<file path="config.mk">
export PLATFORM = sky130hd
export DESIGN_NAME = core_inst_sequencer
export DESIGN_NICKNAME = d
export VERILOG_FILES = /design/src/rtl/core_inst_sequencer.sv
export SDC_FILE = /design/constraint.sdc
export NUM_CORES = 1
export LEC_CHECK = 0
export ABC_AREA = 0
export BUFFER_PORTS_ARGS = -buffer_cell sky130_fd_sc_hd__buf_2
export CAP_MARGIN = 20
export CORE_MARGIN = 1
export CORE_UTILIZATION = 27
export CTS_CLUSTER_SIZE = 12
export DETAILED_ROUTE_END_ITERATION = 7
export GPL_TIMING_DRIVEN = 1
export HOLD_SLACK_MARGIN = 0.15
export SLEW_MARGIN = 20
export SYNTH_ARGS = -nofsm -noshare
export SYNTH_HDL_FRONTEND = slang
export SYNTH_SLANG_ARGS = --single-unit
</file>
<file path="constraint.sdc">
create_clock -name clk -period 6.1 [get_ports clk]
set_input_delay 0.61 -clock clk [delete_from_list [all_inputs] [get_ports clk]]
set_output_delay 0.61 -clock clk [all_outputs]
set_load 0.01 [all_outputs]
</file>
<file path="src/rtl/core_inst_sequencer.sv">
// core_inst_sequencer: drives the core's inst bus through the per-kij sequence
// (weights into L0 and the array, activations into L0 and execute, drain, psum
// write-back). Every output is registered and encodes the state entered on
// that same clock edge.
module core_inst_sequencer #(
    parameter int unsigned COL       = 8,
    parameter int unsigned ROW       = 8,
    parameter int unsigned DRAIN_CYC = 10,
    parameter int unsigned AW        = 11
) (
    input  logic             clk,
    input  logic             reset,
    input  logic             start,
    input  logic [3:0]       num_kij,
    input  logic [AW-1:0]    len_nij,
    input  logic [AW-1:0]    w_base,
    input  logic [AW-1:0]    a_base,
    input  logic [AW-1:0]    p_base,
    output logic [2*AW+11:0] inst,
    output logic             busy,
    output logic             done
);

    // One extra bit so the counter can reach len_nij inclusive.
    localparam int unsigned CW = AW + 1;
    localparam int unsigned IW = 2 * AW + 12;

    localparam logic [CW-1:0] WreadLast = CW'(COL);
    localparam logic [CW-1:0] WloadLast = CW'(COL + ROW - 1);
    localparam logic [CW-1:0] DrainLast = CW'(DRAIN_CYC - 1);

    // Both SRAMs disabled (active-low CEN/WEN high), addresses and strobes 0.
    localparam logic [IW-1:0] IdleInst = {1'b0, 1'b1, 1'b1, {AW{1'b0}},
                                          1'b1, 1'b1, {AW{1'b0}}, 7'b0};

    typedef enum logic [2:0] {
        StIdle, StWread, StWload, StAread, StExec, StDrain, StPsum, StDone
    } state_e;

    state_e          r_state, w_state_d;
    logic [CW-1:0]   r_cnt, w_cnt_d;
    logic [3:0]      r_kij, w_kij_d;
    logic [3:0]      r_num_kij, w_num_kij_d;
    logic [AW-1:0]   r_len, w_len_d;
    logic [AW-1:0]   r_w_base, w_w_base_d;
    logic [AW-1:0]   r_a_base, w_a_base_d;
    logic [AW-1:0]   r_p_base, w_p_base_d;
    logic [IW-1:0]   r_inst, w_inst_d;
    logic            r_busy, w_busy_d;
    logic            r_done, w_done_d;

    logic [CW-1:0]   w_len_ext;
    logic [CW-1:0]   w_len_d_ext;
    logic [AW-1:0]   w_cnt_a;
    logic [AW-1:0]   w_kij_ofs;

    // Instruction fields for the upcoming cycle.
    logic            w_acc, w_cen_p, w_wen_p, w_cen_x, w_wen_x;
    logic [AW-1:0]   w_a_p, w_a_x;
    logic            w_ofifo_rd, w_l0_rd, w_l0_wr, w_exec, w_load;

    assign w_len_ext   = {1'b0, r_len};
    assign w_len_d_ext = {1'b0, w_len_d};

    // Next-state, counter, kij and config-latch logic.
    always_comb begin
        w_state_d   = r_state;
        w_cnt_d     = r_cnt + CW'(1);
        w_kij_d     = r_kij;
        w_num_kij_d = r_num_kij;
        w_len_d     = r_len;
        w_w_base_d  = r_w_base;
        w_a_base_d  = r_a_base;
        w_p_base_d  = r_p_base;
        case (r_state)
            StIdle: begin
                w_cnt_d = '0;
                w_kij_d = '0;
                if (start) begin
                    w_num_kij_d = num_kij;
                    w_len_d     = len_nij;
                    w_w_base_d  = w_base;
                    w_a_base_d  = a_base;
                    w_p_base_d  = p_base;
                    if (num_kij == 4'd0 || len_nij == '0) begin
                        w_state_d = StDone;
                    end else begin
                        w_state_d = StWread;
                    end
                end
            end
            StWread: begin
                if (r_cnt == WreadLast) begin
                    w_state_d = StWload;
                    w_cnt_d   = '0;
                end
            end
            StWload: begin
                if (r_cnt == WloadLast) begin
                    w_state_d = StAread;
                    w_cnt_d   = '0;
                end
            end
            StAread: begin
                if (r_cnt == w_len_ext) begin
                    w_state_d = StExec;
                    w_cnt_d   = '0;
                end
            end
            StExec: begin
                if (r_cnt == w_len_ext - CW'(1)) begin
                    w_state_d = StDrain;
                    w_cnt_d   = '0;
                end
            end
            StDrain: begin
                if (r_cnt == DrainLast) begin
                    w_state_d = StPsum;
                    w_cnt_d   = '0;
                end
            end
            StPsum: begin
                if (r_cnt == w_len_ext) begin
                    w_cnt_d = '0;
                    if (r_kij == r_num_kij - 4'd1) begin
                        w_state_d = StDone;
                    end else begin
                        w_kij_d   = r_kij + 4'd1;
                        w_state_d = StWread;
                    end
                end
            end
            StDone: begin
                w_state_d = StIdle;
                w_cnt_d   = '0;
            end
            default: begin
                w_state_d = StIdle;
                w_cnt_d   = '0;
            end
        endcase
    end

    assign w_cnt_a   = w_cnt_d[AW-1:0];
    assign w_kij_ofs = AW'(w_kij_d) * AW'(COL);

    // Decode the instruction word for the state being entered.
    always_comb begin
        w_acc      = 1'b0;
        w_cen_p    = 1'b1;
        w_wen_p    = 1'b1;
        w_a_p      = '0;
        w_cen_x    = 1'b1;
        w_wen_x    = 1'b1;
        w_a_x      = '0;
        w_ofifo_rd = 1'b0;
        w_l0_rd    = 1'b0;
        w_l0_wr    = 1'b0;
        w_exec     = 1'b0;
        w_load     = 1'b0;
        case (w_state_d)
            StWread: begin
                if (w_cnt_d < CW'(COL)) begin
                    w_cen_x = 1'b0;
                    w_a_x   = w_w_base_d + w_kij_ofs + w_cnt_a;
                end
                // L0 captures the xmem data one cycle after the read.
                w_l0_wr = (w_cnt_d != '0);
            end
            StWload: begin
                w_l0_rd = 1'b1;
                w_load  = 1'b1;
            end
            StAread: begin
                if (w_cnt_d < w_len_d_ext) begin
                    w_cen_x = 1'b0;
                    w_a_x   = w_a_base_d + w_cnt_a;
                end
                w_l0_wr = (w_cnt_d != '0);
            end
            StExec: begin
                w_l0_rd = 1'b1;
                w_exec  = 1'b1;
            end
            StPsum: begin
                w_ofifo_rd = (w_cnt_d < w_len_d_ext);
                // pmem write trails each ofifo read by one cycle.
                if (w_cnt_d != '0) begin
                    w_cen_p = 1'b0;
                    w_wen_p = 1'b0;
                    w_a_p   = w_p_base_d + w_cnt_a - AW'(1);
                    w_acc   = (w_kij_d != 4'd0);
                end
            end
            default: ;
        endcase
        w_inst_d = {w_acc, w_cen_p, w_wen_p, w_a_p, w_cen_x, w_wen_x, w_a_x,
                    w_ofifo_rd, 1'b0, 1'b0, w_l0_rd, w_l0_wr, w_exec, w_load};
        w_busy_d = (w_state_d != StIdle) && (w_state_d != StDone);
        w_done_d = (w_state_d == StDone);
    end

    // State and output registers with synchronous reset.
    always_ff @(posedge clk) begin
        if (reset) begin
            r_state   <= StIdle;
            r_cnt     <= '0;
            r_kij     <= '0;
            r_num_kij <= '0;
            r_len     <= '0;
            r_w_base  <= '0;
            r_a_base  <= '0;
            r_p_base  <= '0;
            r_inst    <= IdleInst;
            r_busy    <= 1'b0;
            r_done    <= 1'b0;
        end else begin
            r_state   <= w_state_d;
            r_cnt     <= w_cnt_d;
            r_kij     <= w_kij_d;
            r_num_kij <= w_num_kij_d;
            r_len     <= w_len_d;
            r_w_base  <= w_w_base_d;
            r_a_base  <= w_a_base_d;
            r_p_base  <= w_p_base_d;
            r_inst    <= w_inst_d;
            r_busy    <= w_busy_d;
            r_done    <= w_done_d;
        end
    end

    assign inst = r_inst;
    assign busy = r_busy;
    assign done = r_done;

endmodule
</file>
After elaboration in Yosys (flattened, before gate mapping) --
Index checks and enable logic that the tools add are counted.
Storage, ports and cells: output and inout bits 36, word-level logic and storage cells 103, bits of input ports 51, register bits after elaboration 102
Cells by class: equal/unequal tests 20, muxes and demuxes 38, $add $sub $neg 9, order comparisons 2, bitwise gates (word level) 3, reduce and logical (&&, ||, !) cells 16
Operators with widths (count):
- $mux 11 | 10
- $pmux 12 s6 | 1
- $mux 12 | 5
- $eq 12x4->1 const B | 3
- $add 11x11->11 | 3
- $mux 3 | 9
- $pmux 3 s8 | 1
- $pmux 11 s2 | 1
- $eq 3x3->1 const B | 7
- $add 12x1->12 const B | 1
- $eq 12x11->1 | 1
- $eq 12x12->1 | 1
- $eq 3x2->1 const B | 4
- $lt 12x11->1 | 1
- $lt 12x4->1 const B | 1
- $reduce_bool 12->1 | 1
- $reduce_or 2->1 | 6
- $sub 11x1->12 const B | 1
- $add 11x7->11 | 1
- $logic_not 11->1 | 1
- $sub 11x1->11 const B | 1
- $mux 4 | 2
- $pmux 4 s2 | 1
- $mux 1 | 7
- 15 further kinds | 18

Depth between registers and ports, before layout --
Gate-level depths: netlist of run 1.
depth in word-level cells 9, depth in mapped cells 24, mapped depth without buffers 24

Worst setup path after synthesis of run 1 --
OpenSTA, ideal clock, no wires.
path kind reg-to-reg, start register r_len[3], end register r_inst[16], in the netlist inst[16], data arrival time 4795 ps, path slack 1178 ps, library setup time 127 ps, cell stages (with the launch flop) 23, buffers on the path 1, cell sequence dfxtp_1 buf_6 or4_4 nor4b_4 mux2i_1 or4_4 o21a_4 o22ai_1 inv_1 nand2_1 inv_1 ha_1 ha_1 fa_1 a21oi_1 nor2_1 nor2_1 o21bai_1 a21oi_1 o21bai_1 a21oi_1 xor2_1 o32ai_2
Between the ends: cells in the longest elaborated chain, start to end 7, elaborated cells between the ends (all ways) 24, classes of those cells add/sub (4); order compare (2); eq/ne (4); mux (14)
RTL lines:
- start, declared | RTL line 44 | logic [AW-1:0] r_len, w_len_d;
- start signal, assigned | RTL line 222 | r_len <= w_len_d;
- $sub 11x1->12 | RTL line 111 | if (r_cnt == w_len_ext - CW'(1)) begin
- $eq 12x12->1 | RTL line 111
- $mux 12 | RTL line 111
- $pmux 12 s6 (*) | RTL line 75 | case (r_state)
- net w_cnt_d[1] | RTL line 41 | logic [CW-1:0] r_cnt, w_cnt_d;
- $add 11x11->11 (tied with other cells) | RTL line 177 | w_a_x = w_a_base_d + w_cnt_a;
- $mux 11 (on tied branches) | RTL line 175, 163
- $pmux 11 s2 (*) | RTL line 161 | case (w_state_d)
- end signal, assigned | RTL line 214 | r_inst <= IdleInst;
- end signal, assigned | RTL line 226 | r_inst <= w_inst_d;
- end, declared | RTL line 48 | logic [IW-1:0] r_inst, w_inst_d;
The timed path passes the listed nets; every way through them passes the cells marked *. A chain may end at the register's enable or synchronous reset.

Worst setup path after layout of run 1 --
start register r_len[2], end register r_inst[16], in the netlist inst[16]
The elaborated chain is that of the path after synthesis.

==> results of run 1 <==
==> cell type report <==
class / count / area [um^2] / area share [%]
Inverter: 63 / 236 / 3.09
Clock buffer: 10 / 239 / 3.12
Tap cell: 324 / 405 / 5.30
Clock inverter: 6 / 81.3 / 1.06
Timing Repair Buffer: 90 / 480 / 6.28
Sequential cell: 99 / 1980 / 25.9
Multi-Input combinational cell: 601 / 4230 / 55.3
==> routing by layer <==
layer  up-vias  part of all wire, %  track usage (%)
li1       2880                    -                -
met1      2695                   49             21.0
met2       136                   45             24.0
met3        20                  4.5             3.00
met4         0                  1.7             4.33
met5         -                    0                0
==> worst max path at each step <==
| stage | start | end | slack [ns] | depth (start not counted) |
|---|---|---|---|---|
| 2_1_floorplan | r_len[3] | inst[16] | 1.18 | 22 |
| 3_5_place_dp | r_cnt[7] | inst[16] | 0.60 | 22 |
| 3_3_place_gp | r_cnt[7] | inst[16] | 0.78 | 22 |
| 4_1_cts | r_cnt[7] | inst[16] | 0.56 | 22 |
| 5_1_grt | r_len[2] | inst[16] | 0.04 | 22 |
| 6_report | r_len[2] | inst[16] | 0.51 | 22 |
==> power breakdown <==
part           total (uW)  leakage [uW]  internal (uW)  switching [uW]
Combinational        1740       0.00258            696            1040
Sequential            871      0.000806            772            98.8
Clock                 611      0.000156            337             274
==> per-stage QoR <==
| stage | hold slack (ns) | util [%] | area [um^2] | setup WS (ns) |
|---|---|---|---|---|
| global placement | 0.460 | 30.2 | 7320 | 0.776 |
| floorplan | 0.448 | - | 6660 | 1.18 |
| global route | 0.505 | 31.6 | 7650 | 0.0374 |
| CTS | 0.481 | 31.5 | 7640 | 0.563 |
| detailed placement | 0.466 | 30.2 | 7320 | 0.600 |
| finish | 0.478 | 31.6 | 7650 | 0.510 |
==> worst min-delay path, cell delays in order, from the launching register on <==
cell     delay, ns
dfxtp_1       0.32
nand2_1       0.06
a21oi_1       0.05
==> kinds of logic (layout without fill, tap and decap cells) <==
kind of cell | Yosys count | count (layout) | synth area share [%]
flops | 99 | 99 | 29.8
simple gates | 303 | 303 | 22.2
fa+ha+maj | 61 | 61 | 11.9
buf+inv | 105 | 169 | 7.08
other cells | 2 | 3 | 0.113
compound gates | 136 | 136 | 15.4
mux | 34 | 34 | 5.13
xor+xnor | 64 | 64 | 8.42
==> what timing repair did <==
item | 4_1_cts | 5_1_grt
buffers inserted | 0 | 0
setup endpoints to repair | 0 | 1
gates resized for setup | 0 | 2
==> state kept, by name, indices dropped and copies added (netlist names) <==
register,cells
r_kij,4
r_cnt,12
r_p_base,11
inst,30
r_state,3
busy,1
r_num_kij,4
r_w_base,11
r_len,11
r_a_base,11
done,1
==> layout by cell type, fill, tap and decap left out, types with 4 or more instances in the layout <==
master / Yosys / final
a211oi_1: 4 / 4
a21o_1: 10 / 10
a21oi_1: 32 / 31
a311oi_1: 4 / 4
a31oi_1: 5 / 5
and2_1: 5 / 5
and3_1: 7 / 7
buf_2: 2 / 83
buf_4: 6 / 6
clkbuf_16: 0 / 9
dfxtp_1: 99 / 99
fa_1: 4 / 4
ha_1: 57 / 57
inv_1: 63 / 63
mux2i_1: 33 / 33
nand2_1: 96 / 96
nand2b_1: 6 / 6
nand3_1: 13 / 13
nand4_1: 9 / 9
nor2_1: 83 / 83
nor2b_1: 27 / 27
nor3_1: 16 / 16
nor4_1: 14 / 14
o21ai_0: 22 / 22
o21bai_1: 8 / 8
o311ai_0: 4 / 4
o32ai_2: 9 / 9
or2_2: 6 / 6
or4_1: 4 / 4
xnor2_1: 34 / 34
xor2_1: 30 / 30
==> impl_metrics.json, run 1 <==
{
  "drc": 0,
  "worst_pin_slew_ns": 0.954,
  "hold_buffers": 0,
  "totalWireLength_mm": 18.7,
  "setup-tns-final_ns": 0,
  "hp-class": "reg -> reg",
  "start_util_pct": 27.5,
  "final.fill_count": 2623,
  "timing.rr.start": "r_len[2]",
  "hold_end": "r_num_kij[3]",
  "num_io_pins": 87,
  "coreArea_um2": 24200,
  "clk_latency_ns": 0.36,
  "syn2layout_area_growth_pct": 14.9,
  "ir_drop_mv": 0.172,
  "dpl.cell_count": 1177,
  "first_iter_violations": 350,
  "rsz0062_at_grt": "false",
  "cts_tree": "built",
  "yosysMostFrequentCell": "dfxtp_1",
  "maxCapViolCount": 0,
  "dp_hpwl_mm": 14.8,
  "path_buf_inv": 3,
  "die_w_um": 159,
  "hold_viol": 0,
  "outcome": "completed",
  "critPathMaxStageDelay_ns": 0.56,
  "leakage_uw": 0.00354,
  "crit_arrival_ns": 5.80,
  "ys_types": 72,
  "ys_ff_latch": 99,
  "slew_headroom_pct": 36.2,
  "dieArea_um2": 25300,
  "worstHoldStart": "r_num_kij[3]",
  "setup_viol": 0,
  "fin_crit_ns": 5.59,
  "dr_total_vias": 5731,
  "ff2ff_path_depth": 22,
  "grt_pass1_vias": 5620,
  "final_nets": 976,
  "synth_area_leaders": "dfxtp_1 30%, ha_1 11%, nand2_1 5.4%, mux2i_1 5.0%, nor2_1 4.7%",
  "power_density_nw_per_um2": 421,
  "ys_warn_count": 0,
  "min_period_over_period_pct": 91.6,
  "cts_max_level": 3,
  "clock-sinks": 99,
  "clkSlewWorstSetupHoldPaths_ns": 0.08,
  "syn_area_per_cell_um2": 8.28,
  "clock_skew_ns": 0.0132,
  "cts_max_path_buffers": 2,
  "endpoint_kind": "flop",
  "synthTopCellsByCount": "99 x dfxtp_1, 96 x nand2_1, 83 x nor2_1",
  "grt_use_total_pct": 15.2,
  "fp-row-count": 57,
  "synth-edff-count": 0,
  "final_antenna_net_count": 0,
  "die_h_um": 159,
  "first_pass_iters": 5,
  "synth_area_leader_cell": "dfxtp_1",
  "place_congestion": 0.926,
  "drv_slew": 0,
  "syn-cell-area_um2": 6660,
  "async_flop_share_pct": 0,
  "fin_cells": 1193,
  "ys_seq_area_share_pct": 29.8,
  "vias_per_cell": 4.80,
  "cp_max_fo": 8,
  "cts_buffers": 9,
  "synth_top_flop_cell": "dfxtp_1",
  "cts-root-buf": "clkbuf_16",
  "overflow": 0,
  "grt_pass1_wl_mm": 30.6,
  "p_total_uw": 3220,
  "insertedDiodeCount": 0,
  "critPathRequiredTime_ns": 6.31,
  "cp_cell_sequence": "xnor2_1 -> nor4b_1 -> nand4_1 -> a211oi_1 -> buf_4 -> nor2_1 -> o22ai_1 -> inv_1 -> nand2_1 -> inv_1 -> ha_1 -> ha_1 -> fa_1 -> a21oi_1 -> nor2_1 -> nor2_1 -> o21bai_1 -> a21oi_1 -> o21bai_1 -> a21oi_1 -> xor2_1 -> o32ai_2",
  "cp-start-kind": "flop",
  "numPortBuffers": 83,
  "routedWlPerCell_um": 15.7,
  "drive_above_1_share_pct": 15.8,
  "synthCells": 804,
  "critPathSlowestCell": "nor4b_1",
  "timing.fmax_mhz": 179,
  "grt_max_degree": 70,
  "antenna_found_initial": 0,
  "r2r-end": "inst[16]",
  "yosysTopAreaCellShare_pct": 29.8,
  "worstSetupPathType": "reg -> reg",
  "path_delay_family": "compound AO/OA/AOI/OAI gates",
  "ff2ff_setup_slack_ns": 0.51,
  "hold_depth": 2
}
Note: power is estimated with default switching activity, not from simulation.
==> run 2: changes to the inputs <==
--- a/config.mk
+++ b/config.mk
@@ -8,7 +8,7 @@
 export ABC_AREA = 0
 export BUFFER_PORTS_ARGS = -buffer_cell sky130_fd_sc_hd__buf_2
 export CAP_MARGIN = 20
-export CORE_MARGIN = 1
+export CORE_MARGIN = 1.5
 export CORE_UTILIZATION = 27
 export CTS_CLUSTER_SIZE = 12
 export DETAILED_ROUTE_END_ITERATION = 7
==> constraint.sdc (replaced) <==
create_clock -name clk -period 6.1 [get_ports clk]
set_input_delay 0.61 -clock clk [delete_from_list [all_inputs] [get_ports clk]]
set_output_delay 0.61 -clock clk [all_outputs]
set_load 0.05 [all_outputs]
==> impl_metrics.json, run 2 (synthesis gave the netlist of run 1 again) <==
{
  "hold_end": "r_num_kij[3]",
  "critPathRequiredTime_ns": 6.31,
  "ir_drop_mv": 0.217,
  "drive_above_1_share_pct": 15.5,
  "clk_latency_ns": 0.36,
  "drc": 0,
  "dr_total_vias": 5749,
  "first_iter_violations": 388,
  "grt_max_degree": 70,
  "hold_buffers": 0,
  "die_w_um": 160,
  "largest_register_ffs": 30,
  "r2r-end": "inst[17]",
  "start_util_pct": 27.5,
  "worst_pin_slew_ns": 0.858,
  "cp_max_fo": 8,
  "first_pass_iters": 8,
  "endpoint_kind": "flop",
  "mostFrequentLayoutCells": "99 x dfxtp_1, 96 x nand2_1, 83 x nor2_1, 83 x buf_2, 63 x inv_1",
  "design_area_um2": 7600,
  "worstSetupPathType": "reg -> reg",
  "worstHoldStart": "r_num_kij[3]",
  "die_h_um": 160,
  "cts_tree": "built",
  "overflow": 0,
  "maxCapViolCount": 0,
  "min_period_over_period_pct": 91.5,
  "slew_headroom_pct": 42.6,
  "timing.fmax_mhz": 179,
  "cts_buffers": 9,
  "outcome": "completed",
  "cp-startpoint": "r_cnt[5]",
  "routedWlPerCell_um": 15.7,
  "place_congestion": 0.881,
  "insertedDiodeCount": 0,
  "syn2layout_area_growth_pct": 14.1,
  "grt_use_total_pct": 14.9,
  "cts_max_path_buffers": 2,
  "setup-tns-final_ns": 0,
  "fp-row-count": 57,
  "cts-root-buf": "clkbuf_16",
  "antenna_found_initial": 0,
  "ff2ff_setup_slack_ns": 0.52,
  "rsz0062_at_grt": "false",
  "fin_crit_ns": 5.58,
  "crit_arrival_ns": 5.79,
  "cp-start-kind": "flop",
  "ff2ff_path_depth": 20,
  "grt_pass1_vias": 5554,
  "dp_hpwl_mm": 14.9,
  "final_nets": 977,
  "vias_per_cell": 4.81,
  "clock-sinks": 99,
  "timing.rr.start": "r_cnt[5]",
  "hold_depth": 2,
  "cts.repair.resized": 0,
  "clock_skew_ns": 0.0132,
  "setup_viol": 0,
  "layout_commonest_cell": "dfxtp_1",
  "totalWireLength_mm": 18.8,
  "num_io_pins": 87,
  "leakage_uw": 0.00352,
  "numPortBuffers": 83,
  "cts_setup_buffers": 0,
  "grt_pass1_wl_mm": 30.2,
  "hp-class": "reg -> reg",
  "drv_slew": 0,
  "clkSlewWorstSetupHoldPaths_ns": 0.07,
  "final_antenna_net_count": 0,
  "dieArea_um2": 25600,
  "whs_ns": 0.474,
  "placed_cell_area_um2": 7320,
  "postLayoutCoreUtil_pct": 31.3,
  "coreArea_um2": 24200,
  "hold_viol": 0,
  "cts_max_level": 3,
  "power_density_nw_per_um2": 434
}
-- run 2: worst max path at each step --
stage | endpoint | slack (ns) | cells past startpoint
final | inst[17] | 0.52 | 20
after global routing | inst[16] | 0.09 | 21
after detailed placement | inst[17] | 0.65 | 20
after global placement | inst[16] | 0.78 | 21
after floorplan | inst[16] | 1.18 | 22
after CTS | inst[16] | 0.63 | 21
-- run 2: layout make-up --
cell class / instances / area, um^2
inverter: 63 / 236
fill: 2636 / 16600
multi-input combinational: 601 / 4220
clock buffer: 10 / 229
timing repair buffer: 91 / 475
sequential: 99 / 1980
tap: 324 / 405
clock inverter: 6 / 53.8
-- run 2: metal layers --
layer | global-route usage, % | part of all wire (%) | vias to the layer above
li1 | - | - | 2891
met1 | 20.8 | 49 | 2681
met2 | 22.9 | 44 | 154
met3 | 3.06 | 4.9 | 23
met4 | 4.93 | 2.3 | 0
met5 | 0 | 0 | -
-- run 2: worst max-delay path: stages (launching register included) --
cell	delay (ns)
dfxtp_1	0.61
xor2_1	0.22
nor4_1	0.53
a41oi_1	0.20
a21oi_1	0.52
nor2_1	0.23
o22ai_1	0.45
inv_1	0.16
nand2_1	0.18
inv_1	0.11
ha_1	0.33
ha_1	0.31
a21o_1	0.15
a21oi_1	0.21
o21bai_1	0.09
a21oi_1	0.24
o21bai_1	0.10
a21oi_1	0.26
nor2_1	0.08
a311oi_1	0.31
o32ai_2	0.13
-- run 2: metrics by stage --
| stage | std cells | worst slack, ns | power [uW] |
|---|---|---|---|
| 4_1_cts | 1194 | 0.629 | 3320 |
| 3_5_place_dp | 1178 | 0.654 | 2740 |
| 2_1_floorplan | 805 | 1.18 | 2310 |
| 6_report | 1194 | 0.518 | 3300 |
| 3_3_place_gp | 1178 | 0.777 | 2750 |
| 5_1_grt | 1194 | 0.0907 | 3570 |
-- run 2: report_power, final --
| group | internal [uW] | total (uW) | switching, uW |
|---|---|---|---|
| clock | 285 | 558 | 273 |
| combinational | 686 | 1870 | 1190 |
| sequential | 772 | 867 | 94.4 |
